--- config.mk ---
export PLATFORM = sky130hd
export DESIGN_NAME = ins_prefetch_queue
export DESIGN_NICKNAME = d
export VERILOG_FILES = /design/src/rtl/ins_prefetch_queue.sv
export SDC_FILE = /design/constraint.sdc
export NUM_CORES = 1
export LEC_CHECK = 0
export ABC_AREA = 1
export BUFFER_PORTS_ARGS = -buffer_cell sky130_fd_sc_hd__buf_2
export CAP_MARGIN = 15
export CORE_MARGIN = 4
export CORE_UTILIZATION = 48
export CTS_CLUSTER_SIZE = 28
export DETAILED_ROUTE_END_ITERATION = 7
export PLACE_DENSITY = 0.67
export RECOVER_POWER = 50
export SETUP_SLACK_MARGIN = 0.2
export SKIP_LAST_GASP = 1
export SLEW_MARGIN = 10
export SYNTH_ARGS = -nofsm -noshare
export SYNTH_HDL_FRONTEND = slang
export SYNTH_SLANG_ARGS = --single-unit
--- constraint.sdc ---
create_clock -name clk -period 6.63 [get_ports clk]
set_clock_uncertainty 0.1 [all_clocks]
set_input_delay 0.9945 -clock clk [delete_from_list [all_inputs] [get_ports clk]]
set_output_delay 0.9945 -clock clk [all_outputs]
set_load 0.02 [all_outputs]
--- src/rtl/ins_prefetch_queue.sv ---
// ins_prefetch_queue
//   Fetch stage in front of the instruction splitter. It owns the fetch PC and
//   issues InsROM read requests. Returned words go into a small FIFO. Complete
//   one- or two-word instructions are offered to decode over a valid/ready
//   handshake. A redirect flushes everything and restarts fetch at a new PC.
//
//   Optional feature: define PREFETCH_PERF_EN to add the perf_starve port. It is
//   a saturating count of cycles in which decode was ready but no instruction
//   was available.
//
// Ports
//   clk, rst     rising-edge clock; asynchronous active-high reset
//   en           fetch enable; new ROM requests are issued only when high
//   rom_req      ROM read request; rom_addr is the read address
//   rom_data     ROM read data, one cycle after rom_req
//   redir        redirect/flush strobe; redir_addr is the new fetch PC
//   ins_valid    complete instruction at the queue head; ins_ready accepts it
//   ins_word     first word; ins_ext holds the second word (0 if one-word)
//   ins_two      two-word instruction flag; ins_pc is the ROM address of ins_word
//   q_count      words currently held in the FIFO
//   perf_starve  (PREFETCH_PERF_EN only) starvation cycle counter
module ins_prefetch_queue #(
  parameter int             DW       = 16,
  parameter int             AW       = 16,
  parameter int             DEPTH    = 4,
  parameter logic [AW-1:0]  RESET_PC = {AW{1'b0}}
) (
  input  logic                      clk,
  input  logic                      rst,
  input  logic                      en,
  output logic                      rom_req,
  output logic [AW-1:0]             rom_addr,
  input  logic [DW-1:0]             rom_data,
  input  logic                      redir,
  input  logic [AW-1:0]             redir_addr,
  output logic                      ins_valid,
  input  logic                      ins_ready,
  output logic [DW-1:0]             ins_word,
  output logic [DW-1:0]             ins_ext,
  output logic                      ins_two,
  output logic [AW-1:0]             ins_pc,
  output logic [$clog2(DEPTH):0]    q_count
`ifdef PREFETCH_PERF_EN
  ,
  output logic [15:0]               perf_starve
`endif
);

  localparam int              PW        = $clog2(DEPTH);
  localparam int              CW        = PW + 1;
  localparam logic [CW:0]     DEPTH_OCC = (CW+1)'(DEPTH);
  localparam logic [CW-1:0]   ONE_W     = CW'(1);
  localparam logic [CW-1:0]   TWO_W     = CW'(2);

  // Mode field 01 (immediate) or 10 (direct) carries a second word.
  function automatic logic is_two_word(input logic [DW-1:0] w);
    return (w[DW-1 -: 2] == 2'b01) || (w[DW-1 -: 2] == 2'b10);
  endfunction

  logic [DW-1:0] mem_data_r [DEPTH];
  logic [AW-1:0] mem_addr_r [DEPTH];
  logic [PW-1:0] rd_ptr_r;
  logic [PW-1:0] wr_ptr_r;
  logic [CW-1:0] count_r;
  logic [AW-1:0] fetch_pc_r;
  logic [AW-1:0] inflight_addr_r;
  logic          inflight_r;

  logic [PW-1:0] next_ptr_s;
  logic [DW-1:0] head_word_s;
  logic          head_two_s;
  logic          head_avail_s;
  logic          valid_s;
  logic          push_s;
  logic          issue_s;
  logic [1:0]    pop_cnt_s;
  logic [CW:0]   occ_s;

  // Head decode, handshake and issue decision.
  always_comb begin
    next_ptr_s   = rd_ptr_r + PW'(1);
    head_word_s  = mem_data_r[rd_ptr_r];
    head_two_s   = is_two_word(head_word_s);
    if (head_two_s) begin
      head_avail_s = (count_r >= TWO_W);
    end else begin
      head_avail_s = (count_r >= ONE_W);
    end
    // Redirect suppresses the handshake so a stale instruction never pops.
    valid_s      = head_avail_s & ~redir & ~rst;
    if (valid_s & ins_ready) begin
      pop_cnt_s = head_two_s ? 2'd2 : 2'd1;
    end else begin
      pop_cnt_s = 2'd0;
    end
    // A return is only useful if no redirect arrives in the cycle it lands.
    push_s       = inflight_r & ~redir;
    // Reserve a slot for the word still in flight so the FIFO cannot overflow.
    occ_s        = {1'b0, count_r} + {{CW{1'b0}}, inflight_r};
    issue_s      = en & ~redir & ~rst & (occ_s < DEPTH_OCC);
  end

  // Output mapping; instruction fields come straight from the head entries.
  always_comb begin
    rom_req   = issue_s;
    rom_addr  = fetch_pc_r;
    ins_valid = valid_s;
    ins_word  = head_word_s;
    ins_two   = head_two_s;
    ins_pc    = mem_addr_r[rd_ptr_r];
    q_count   = count_r;
    if (head_two_s) begin
      ins_ext = mem_data_r[next_ptr_s];
    end else begin
      ins_ext = {DW{1'b0}};
    end
  end

  // FIFO storage write port.
  always_ff @(posedge clk or posedge rst) begin
    if (rst) begin
      for (int i = 0; i < DEPTH; i++) begin
        mem_data_r[i] <= {DW{1'b0}};
        mem_addr_r[i] <= {AW{1'b0}};
      end
    end else if (push_s) begin
      mem_data_r[wr_ptr_r] <= rom_data;
      mem_addr_r[wr_ptr_r] <= inflight_addr_r;
    end
  end

  // Fetch PC, in-flight tracking, FIFO pointers and occupancy.
  always_ff @(posedge clk or posedge rst) begin
    if (rst) begin
      fetch_pc_r      <= RESET_PC;
      inflight_r      <= 1'b0;
      inflight_addr_r <= {AW{1'b0}};
      rd_ptr_r        <= {PW{1'b0}};
      wr_ptr_r        <= {PW{1'b0}};
      count_r         <= {CW{1'b0}};
    end else if (redir) begin
      fetch_pc_r      <= redir_addr;
      inflight_r      <= 1'b0;
      rd_ptr_r        <= {PW{1'b0}};
      wr_ptr_r        <= {PW{1'b0}};
      count_r         <= {CW{1'b0}};
    end else begin
      inflight_r      <= issue_s;
      if (issue_s) begin
        inflight_addr_r <= fetch_pc_r;
        fetch_pc_r      <= fetch_pc_r + AW'(1);
      end
      if (push_s) begin
        wr_ptr_r <= wr_ptr_r + PW'(1);
      end
      rd_ptr_r <= rd_ptr_r + PW'(pop_cnt_s);
      count_r  <= count_r + CW'(push_s) - CW'(pop_cnt_s);
    end
  end

`ifdef PREFETCH_PERF_EN
  // Saturating count of cycles in which decode waited on an empty head.
  always_ff @(posedge clk or posedge rst) begin
    if (rst) begin
      perf_starve <= 16'h0000;
    end else if (ins_ready & ~valid_s & (perf_starve != 16'hFFFF)) begin
      perf_starve <= perf_starve + 16'h0001;
    end
  end
`endif

endmodule

==> impl_metrics.csv, run 1 <==
group,metric,value,unit
run_status,outcome,"finished with violations",
run_status,violations,"max-capacitance violations, max-slew violations",
sta,setup_violations,0,
detailed_routing,wirelength,19700,µm
floorplanning,die_width,138,µm
placement,hpwl,12300,µm
pwr,p_leak,4.49,nW
floorplanning,num_io_pins,107,
placement,place_inst,1268,
global_route,grt_overflow,0,
placement,gp_routability_congestion,0.845,
global_route,grt_pass1_wl,33500,µm
sta,fin_crit_sh,63.7,%
clock_network,clk_latency,0.42,ns
floorplanning,start_util,49.0,%
worst_setup_path,arrival,4.33,ns
floorplanning,core_area,16600,µm²
logic_synthesis,yosysSeqAreaShare,51.8,%
logic_synthesis,synthArstFlopShare,100,%
logic_synthesis,ys_types,37,
logic_synthesis,yosysTopAreaCellShare,51.8,%
worst_setup_path,crit_fanout,48,
global_route,grt_max_degree,110,
clock_network,cts_made_buffers,17,
finish,fin_nets,1116,
logic_synthesis,syn_area_per_cell,8.16,µm²
pwr,peakVddDrop,0.216,mV
worst_setup_path,crit_required,6.73,ns
logic_synthesis,syn-num-nets,1042,
flow_run,cap_violations,2,
logic_synthesis,yosys.cell_count.top_type,"nand2_1",
detailed_routing,drc,0,
global_route,grt_use_total,21.0,%
logic_synthesis,synthTopCellsByArea,"dfrtp_1 52%, o21ai_0 12%, nand2_1 12%",
clock_network,cts_resized,0,
logic_synthesis,ys.flop_type,"dfrtp_1",
sta,final.min_clock_period,4.23,ns
finish,diodes,0,
sta,hold_viol_final,0,
finish,area_growth,13.3,%
finish,final_cells,1298,
detailed_routing,wl_per_cell,15.2,µm
sta,clock.fmax,237,MHz
detailed_routing,first_pass_iters,6,
clock_network,cts_tree,"yes",
sta,fin_tns_setup,0,ns
logic_synthesis,synth_area,8120,µm²
worst_setup_path,path_class,"in -> reg",
logic_synthesis,yosys_warnings,0,
min_path,hp-class,"reg -> reg",
placement,io_buffers,106,
global_route,grt_pass1_vias,6526,
clock_network,h-tree-depth,4,
logic_synthesis,syn_inst,995,
clock_network,clockBufferDepth,2,
logic_synthesis,yosys_register_bits,168,
worst_setup_path,cp-start-kind,"input pin",
sta,tightest_slew,1.97,ns
detailed_routing,drtIter0Drc,470,
sta,slew_headroom,-31.6,%
detailed_routing,ant_nets,0,
clock_network,root_buffer,"clkbuf_16",
sta,rsz0062_at_grt,"no",
finish,final_util,55.5,%
clock_network,cts_sinks,168,
worst_setup_path,endpoint_kind,"flop",
detailed_routing,drt-vias-per-instance,5.31,
pwr,powerDensity,294,nW/µm²
floorplanning,die-area,19100,µm²
finish,nFillCells,1613,
logic_synthesis,yosys.area.top_type,"dfrtp_1",
clock_network,cts_setup_buffers,0,
sta,slew_violations,95,
finish,drive_gt1_share,12.9,%
logic_synthesis,synth-edff-count,0,
clock_network,clkTransAtPathRegs,0.06,ns
global_route,grt_antenna_before_repair,0,
detailed_routing,vias,6887,
clock_network,cts_hold_buf,0,
floorplanning,die_h,138,µm
floorplanning,rows,47,
logic_synthesis,synthTopCellsByCount,"262 x nand2_1, 201 x o21ai_0, 168 x dfrtp_1",
-- worst max-delay path, stage by stage --
cell      delay, ns
clkbuf_1       0.77
nor2_1         0.32
nand2_1        0.50
clkbuf_1       1.47
o21ai_0        0.26
-- layout by cell type (no fill, tap or decap), types with 3 or more instances in the layout --
cell type,instances
o21ai_0,214
nand4_1,4
inv_1,76
nand3_1,23
o22ai_1,31
o221ai_1,5
nor2_1,74
nor2_2,3
clkbuf_16,17
xnor2_1,3
dfrtp_1,167
a31oi_1,16
ha_1,9
clkbuf_8,5
nand2_1,266
nand2_2,4
clkbuf_1,22
buf_4,7
buf_2,89
o2111ai_1,3
a22o_1,15
-- where the power goes --
part           internal, mW  leakage [nW]  total, mW  switching, mW
Combinational         0.189          1.99      0.572          0.382
Sequential             1.16          2.24       1.25         0.0951
Clock                 0.519         0.257      0.887          0.368
-- final timing paths --
check / depth (start not counted) / slack [ns] / endpoint / start
setup / recovery: 5 / 2.40 / mem_addr_r[42] / redir
hold / removal: 2 / 0.38 / mem_addr_r[17] / mem_addr_r[17]
setup reg to reg: 17 / 3.16 / q_count[2] / rd_ptr_r[0]
hold reg to reg: 2 / 0.38 / mem_addr_r[17] / mem_addr_r[17]
max in group asynchronous: 3 / 4.26 / mem_addr_r[44] / rst
min in group asynchronous: 2 / 0.80 / q_count[1] / rst
-- registers in the layout, indices dropped and copies added (netlist names) --
| name | flops |
|---|---|
| rd_ptr_r | 2 |
| inflight_addr_r | 16 |
| rom_addr | 16 |
| mem_addr_r | 64 |
| inflight_r | 1 |
| mem_data_r | 64 |
| q_count | 3 |
| wr_ptr_r | 2 |
-- layout make-up --
cell class	instances	area, µm²	area share, %
Clock inverter	3	17.5	0.190
Inverter	80	309	3.36
Clock buffer	25	505	5.49
Sequential cell	168	4210	45.7
Timing Repair Buffer	115	569	6.19
Multi-Input combinational cell	687	3320	36.1
Tap cell	220	275	2.99
-- per-stage QoR --
| stage | power (mW) | worst slack (ns) | instance area [µm²] | hold WS, ns |
|---|---|---|---|---|
| 2_1_floorplan | 1.65 | 0.989 | 8120 | 0.348 |
| 3_3_place_gp | 1.84 | 3.28 | 8720 | 0.362 |
| 3_5_place_dp | 1.85 | 3.18 | 8720 | 0.368 |
| 4_1_cts | 2.74 | 2.77 | 9240 | 0.383 |
| 5_1_grt | 2.87 | 1.93 | 9200 | 0.403 |
| 6_report | 2.71 | 2.40 | 9200 | 0.378 |
-- kinds of logic after synthesis --
group,Yosys count,share of synthesized area [%]
simple gates,383,19.3
compound gates,290,19.8
flops,168,51.8
buf+inv,140,7.06
fa+ha+maj,10,1.63
xor+xnor,4,0.432
-- routing by layer --
layer  GRT usage, %  vias to the layer above  part of all wire [%]  wire length [µm]
met5              0                        -                     0                 0
met4           5.36                        0                   1.0               199
met3           4.21                       14                   5.5              1080
met2           31.7                      192                    45              8930
met1           31.3                     3234                    48              9470
li1               -                     3447                     -                 -
(Power assumes the default switching activity.)
==> run 2, diff against run 1 <==
--- a/config.mk
+++ b/config.mk
@@ -5,7 +5,7 @@
 export SDC_FILE = /design/constraint.sdc
 export NUM_CORES = 1
 export LEC_CHECK = 0
-export ABC_AREA = 1
+export ABC_AREA = 0
 export BUFFER_PORTS_ARGS = -buffer_cell sky130_fd_sc_hd__buf_2
 export CAP_MARGIN = 15
 export CORE_MARGIN = 4
==> constraint.sdc (replaced) <==
create_clock -name clk -period 4.4 [get_ports clk]
set_clock_uncertainty 0.1 [all_clocks]
set_input_delay 0.66 -clock clk [delete_from_list [all_inputs] [get_ports clk]]
set_output_delay 0.66 -clock clk [all_outputs]
set_load 0.02 [all_outputs]
==> run 2 against run 1 <==
- the run still ends with max-capacitance violations, max-slew violations left
- via count is 24% lower
- synthesized area shrank 0.97%
- final cell count decreased by 31%
- die area shrank 0.91%
- sequential power up 55%
- design area is 0.92% higher
- register-to-register slack worse by 2.0 ns
==> impl_metrics.csv, run 2 <==
group,metric,value,unit
run_status,outcome,"finished with violations",
run_status,violations,"max-capacitance violations, max-slew violations",
sta,timing.final.ws_setup,0.721,ns
flow_run,cap_violations,1,
global_route,grt_max_degree,67,
finish,final_common_cell,"dfrtp_1",
sta,fin_crit_sh,83.6,%
clock_network,cts_tree,"yes",
global_route,grt_use_total,20.3,%
detailed_routing,vias,5236,
sta,slew_headroom,-8.15,%
sta,final.min_clock_period,3.68,ns
placement,io_buffers,106,
logic_synthesis,yosys.area.top_type,"dfrtp_1",
worst_setup_path,crit_slowest_cell,"clkbuf_1",
pwr,peakVddDrop,0.292,mV
floorplanning,die-area,18900,µm²
global_route,grt_overflow,0,
finish,final_util,56.2,%
pwr,p_leak,4.42,nW
detailed_routing,first_pass_iters,6,
detailed_routing,ant_nets,0,
worst_setup_path,cp_top_family,"buffers and inverters",
logic_synthesis,yosys.cell_count.top_type,"dfrtp_1",
floorplanning,rows,47,
pwr,pwr-share-comb,22.0,%
logic_synthesis,ys_types,46,
worst_setup_path,path_cells,"clkbuf_1, nor4b_4, nand2_1, buf_4, inv_1, buf_2",
worst_setup_path,crit_required,3.64,ns
finish,diodes,0,
logic_synthesis,syn_inst,569,
sta,tightest_slew,1.62,ns
global_route,grt_pass1_wl,29500,µm
logic_synthesis,ys.flop_type,"dfrtp_1",
logic_synthesis,yosys_warnings,0,
pwr,power.switching,1.30,mW
clock_network,cts_setup_buffers,0,
global_route,use_met3,4.05,%
detailed_routing,drc,0,
worst_setup_path,slowest_delay,0.97,ns
detailed_routing,drtIter0Drc,359,
logic_synthesis,synthTopCellsByArea,"dfrtp_1 52%, mux2_2 18%, mux4_2 13%",
floorplanning,die_h,137,µm
floorplanning,core_area,16500,µm²
pwr,intPower,2.94,mW
sta,setup_violations,0,
clock_network,clk_latency,0.42,ns
logic_synthesis,synthArstFlopShare,100,%
clock_network,clkTransAtPathRegs,0.07,ns
detailed_routing,drt-vias-per-instance,5.80,
pwr,powerDensity,457,nW/µm²
floorplanning,start_util,48.6,%
clock_network,cts_hold_buf,0,
worst_setup_path,crit_fanout,29,
logic_synthesis,synth_area,8040,µm²
logic_synthesis,synthTopCellsByCount,"168 x dfrtp_1, 128 x mux2_2, 57 x nand2_1",
worst_setup_path,endpoint_kind,"output pin",
clock_network,cts_sinks,168,
pwr,seq_power_share,45.7,%
pwr,p_sw_share,30.6,%
sta,slew_violations,67,
pwr,pwr-share-clk,32.2,%
global_route,grt_antenna_before_repair,0,
logic_synthesis,synth-edff-count,0,
worst_setup_path,worst-r2r-setup-slack,1.15,ns
finish,largestRegisters,"mem_addr_r (64), mem_data_r (64)",
finish,final_cell_mix,"166 x dfrtp_1, 128 x mux2_2, 85 x buf_2, 58 x nand2_1, 48 x mux4_2",
logic_synthesis,syn_area_per_cell,14.1,µm²
global_route,grt_pass1_vias,5542,
logic_synthesis,yosysSeqAreaShare,52.3,%
placement,gp_routability_congestion,0.833,
logic_synthesis,yosysTopAreaCellShare,52.3,%
floorplanning,num_io_pins,107,
detailed_routing,wirelength,18000,µm
worst_setup_path,arrival,2.92,ns
finish,area_growth,15.5,%
clock_network,cts_resized,0,
min_path,hp-class,"in -> reg",
placement,hpwl,12100,µm
detailed_routing,wl_per_cell,19.9,µm
global_route,use_met1,27.0,%
floorplanning,die_width,137,µm
worst_setup_path,cp_num_buf_inv,4,
worst_setup_path,cp-start-kind,"input pin",
clock_network,cts_made_buffers,17,
global_route,top_usage_layer,"met2",
sta,clock.fmax,272,MHz
clock_network,root_buffer,"clkbuf_16",
global_route,use_met2,33.7,%
sta,fin_tns_setup,0,ns
sta,rsz0062_at_grt,"no",
finish,drive_gt1_share,46.0,%
finish,fin_nets,717,
placement,place_ws,1.20,ns
clock_network,clockBufferDepth,2,
logic_synthesis,syn-num-nets,616,
sta,hold_viol_final,0,
logic_synthesis,yosys_register_bits,168,
worst_setup_path,path_class,"in -> out",
clock_network,h-tree-depth,4,
run 2: cell count changes after synthesis, sizes merged, moves of 34 or more:
| cell | change |
|---|---|
| o21ai | -203 |
| nor2 | -70 |
| inv | -64 |
| clkbuf | -34 |
| nand2 | -213 |
| mux2 | +128 |
| mux4 | +48 |
run 2: power groups by stage:
stage	clock, mW	sequential (mW)	combinational (mW)
2_1_floorplan	0	1.91	0.660
3_3_place_gp	0	1.94	0.930
3_5_place_dp	0	1.96	0.955
4_1_cts	1.40	1.94	0.958
5_1_grt	1.47	1.96	1.02
6_report	1.37	1.94	0.935
run 2: metrics by stage:
| step | hold WS (ns) | cells | area, µm² | power (mW) |
|---|---|---|---|---|
| final | 0.371 | 902 | 9290 | 4.24 |
| after global routing | 0.364 | 902 | 9290 | 4.45 |
| after CTS | 0.350 | 901 | 9330 | 4.29 |
| after detailed placement | 0.392 | 870 | 8790 | 2.92 |
| after global placement | 0.382 | 870 | 8790 | 2.87 |
| after floorplan | 0.374 | 569 | 8040 | 2.57 |
run 2: area by class of cell:
type	instances	area, µm²
fill	1389	7240
sequential	168	4210
clock buffer	21	470
tap	220	275
multi-input combinational	352	3620
inverter	15	57.6
timing repair buffer	116	583
clock inverter	10	73.8
run 2: worst paths after layout:
| path | from | end | cells past startpoint |
|---|---|---|---|
| setup / recovery | redir | rom_req | 6 |
| hold / removal | redir_addr[0] | rom_addr[0] | 3 |
| setup reg to reg | rd_ptr_r[1] | q_count[2] | 10 |
| hold reg to reg | mem_addr_r[16] | mem_addr_r[16] | 1 |
| max in group asynchronous | rst | rd_ptr_r[1] | 3 |
| min in group asynchronous | rst | mem_data_r[52] | 2 |
run 2: logic make-up (layout without fill, tap and decap cells):
group                      count (synthesis)  in the layout  share of synthesized area, %
muxes                                    178            178                          31.6
DFF                                      168            168                          52.3
and+or+nand+nor                          119            119                          7.44
buffers and inverters                     49            162                          2.66
AOI/OAI and AO/OA                         39             39                          3.67
adders and majority gates                 10             10                          1.65
xor gates and xnor gates                   6              6                         0.654
run 2: per-layer routing:
layer	share of wire [%]	wire, µm
met5	0	0
met4	1.1	195
met2	51	9090
met1	44	7900
met3	4.3	781
run 2: tightest hold or removal path: stages:
cell and delay, ns:
buf_2 0.07, nand2_1 0.04, o21ai_0 0.07
==> run 3, diff against run 2 <==
==> constraint.sdc (replaced) <==
create_clock -name clk -period 3.6 [get_ports clk]
set_clock_uncertainty 0.1 [all_clocks]
set_input_delay 0.54 -clock clk [delete_from_list [all_inputs] [get_ports clk]]
set_output_delay 0.54 -clock clk [all_outputs]
set_load 0.02 [all_outputs]
==> run 3 against run 2 <==
- the flow still finishes with violations (max-capacitance violations, max-slew violations)
- global-route usage fell by 0.16 points
- die area did not move
- via count fell by 0.78%
- critical path depth fell by 1
- critical path type unchanged
- hold slack got worse by 0.15 ns
- final cell count rose by 0.22%
- highest routed layer unchanged
- worst setup slack got worse by 0.25 ns
- core utilization rose by 0.61 points
- non-clock buffer count rose by 1
- flip-flop and latch count did not move
- design area rose by 1.1%
- critical endpoint unchanged
==> impl_metrics.csv, run 3 (same netlist as run 2, synthesis figures left out) <==
group,metric,value,unit
run_status,outcome,"finished with violations",
run_status,violations,"max-capacitance violations, max-slew violations",
clock_network,root_buffer,"clkbuf_16",
worst_setup_path,cp-start-kind,"input pin",
finish,design_area,9390,µm²
worst_setup_path,crit_slowest_cell,"nor4b_1",
floorplanning,die-area,18900,µm²
finish,area_growth,16.8,%
worst_setup_path,arrival,2.48,ns
clock_network,clkTransAtPathRegs,0.07,ns
clock_network,clockBufferDepth,2,
worst_setup_path,cpMostUsedCell,"buf_2",
pwr,seq_power_share,44.3,%
flow_run,cap_violations,1,
detailed_routing,drc,0,
detailed_routing,wirelength,17600,µm
floorplanning,core_area,16500,µm²
sta,timing.final.ws_setup,0.475,ns
clock_network,clk_latency,0.43,ns
pwr,power.switching,1.56,mW
detailed_routing,wl_per_cell,19.5,µm
clock_network,cts_hold_buf,0,
global_route,grt_antenna_before_repair,0,
global_route,grt_pass1_vias,5397,
finish,largestRegisters,"mem_addr_r (64), mem_data_r (64)",
worst_setup_path,slowest_delay,0.77,ns
placement,place_ws,0.674,ns
finish,drive_gt1_share,46.3,%
finish,final_util,56.8,%
finish,final_cell_mix,"166 x dfrtp_1, 128 x mux2_2, 86 x buf_2, 58 x nand2_1, 48 x mux4_2",
sta,clock.fmax,320,MHz
detailed_routing,drtIter0Drc,257,
floorplanning,die_width,137,µm
min_path,hp-class,"in -> reg",
sta,fin_tns_setup,0,ns
sta,rsz0062_at_grt,"no",
sta,tightest_slew,1.76,ns
clock_network,cts_tree,"yes",
pwr,p_leak,4.49,nW
placement,hpwl,11800,µm
pwr,powerDensity,566,nW/µm²
finish,diodes,0,
worst_setup_path,crit_fanout,29,
global_route,grt_use_total,20.1,%
finish,nFillCells,1313,
placement,placed_area,8840,µm²
worst_setup_path,path_cells,"buf_2, nor4b_1, nand2_1, inv_1, buf_2",
sta,slew_headroom,-17.1,%
global_route,grt_max_degree,78,
pwr,intPower,3.75,mW
sta,setup_violations,0,
finish,final_common_cell,"dfrtp_1",
detailed_routing,first_pass_iters,4,
detailed_routing,vias,5195,
clock_network,cts_made_buffers,17,
clock_network,cts_setup_buffers,0,
clock_network,cts_resized,0,
pwr,pwr-share-clk,34.3,%
placement,place_inst,872,
pwr,p_sw_share,29.3,%
floorplanning,start_util,48.6,%
finish,final_cells,904,
worst_setup_path,crit_required,2.96,ns
floorplanning,die_h,137,µm
pwr,pwr-share-comb,21.4,%
worst_setup_path,path_class,"in -> out",
floorplanning,num_io_pins,107,
detailed_routing,drt-vias-per-instance,5.75,
pwr,peakVddDrop,0.385,mV
detailed_routing,ant_nets,0,
sta,slew_violations,72,
placement,io_buffers,106,
placement,gp_routability_congestion,0.833,
clock_network,h-tree-depth,4,
sta,final.min_clock_period,3.12,ns
global_route,grt_overflow,0,
finish,fin_nets,718,
clock_network,cts_sinks,168,
worst_setup_path,endpoint_kind,"output pin",
sta,hold_viol_final,0,
floorplanning,rows,47,
sta,fin_crit_sh,86.8,%
global_route,grt_pass1_wl,29000,µm
==> run 3: cell count changes in the layout (fill, tap and decap cells not counted), sizes merged <==
cell      change
buf           +4
bufinv        +1
clkbuf        +1
clkinvlp      -5
inv           +1
==> run 3: final cells by class <==
class	count	area (µm²)	share of cell area (%)
clock buffers	25	526	5.60
clock inverters	7	82.6	0.880
flip-flops and latches	168	4210	44.8
repair buffers	117	636	6.77
inverters	15	57.6	0.613
multi-input cells	352	3600	38.4
well taps	220	275	2.93
==> run 3: path summary, 6_finish.rpt <==
kind	startpoint	to	slack, ns	cells after the start
worst min register to register	mem_addr_r[19]	mem_addr_r[19]	0.40	1
min in group asynchronous	rst	mem_data_r[16]	0.27	2
worst min-delay path	redir_addr[0]	rom_addr[0]	0.23	3
worst max-delay path	redir	rom_req	0.48	5
max in group asynchronous	rst	rom_addr[11]	0.92	3
worst max register to register	rd_ptr_r[0]	q_count[2]	0.69	9
==> run 3: metal layers <==
| layer | global-route usage [%] | wire [µm] | share of wire, % | vias to the layer above |
|---|---|---|---|---|
| li1 | - | - | - | 2316 |
| met1 | 27.4 | 7680 | 44 | 2695 |
| met2 | 32.2 | 8740 | 50 | 162 |
| met3 | 4.49 | 860 | 4.9 | 22 |
| met4 | 6.65 | 314 | 1.8 | 0 |
| met5 | 0 | 0 | 0 | - |
==> run 3: worst max-delay path, delay by kind of cell <==
family                 cells  cell delay (ns)
buffers and inverters      3             0.69
and+or+nand+nor            2             1.25
==> run 3: through the flow <==
stage / hold slack (ns) / total power, mW
after CTS: 0.115 / 5.39
final: 0.226 / 5.31
after global routing: 0.235 / 5.58
after floorplan: 0.374 / 3.14
after global placement: 0.382 / 3.50
after detailed placement: 0.390 / 3.55
==> run 3: power groups by stage <==
stage	registers (mW)	clock network, mW	logic [mW]
after CTS	2.35	1.87	1.17
after global routing	2.39	1.96	1.24
after floorplan	2.33	0	0.807
final	2.35	1.82	1.14
after global placement	2.36	0	1.14
after detailed placement	2.39	0	1.17
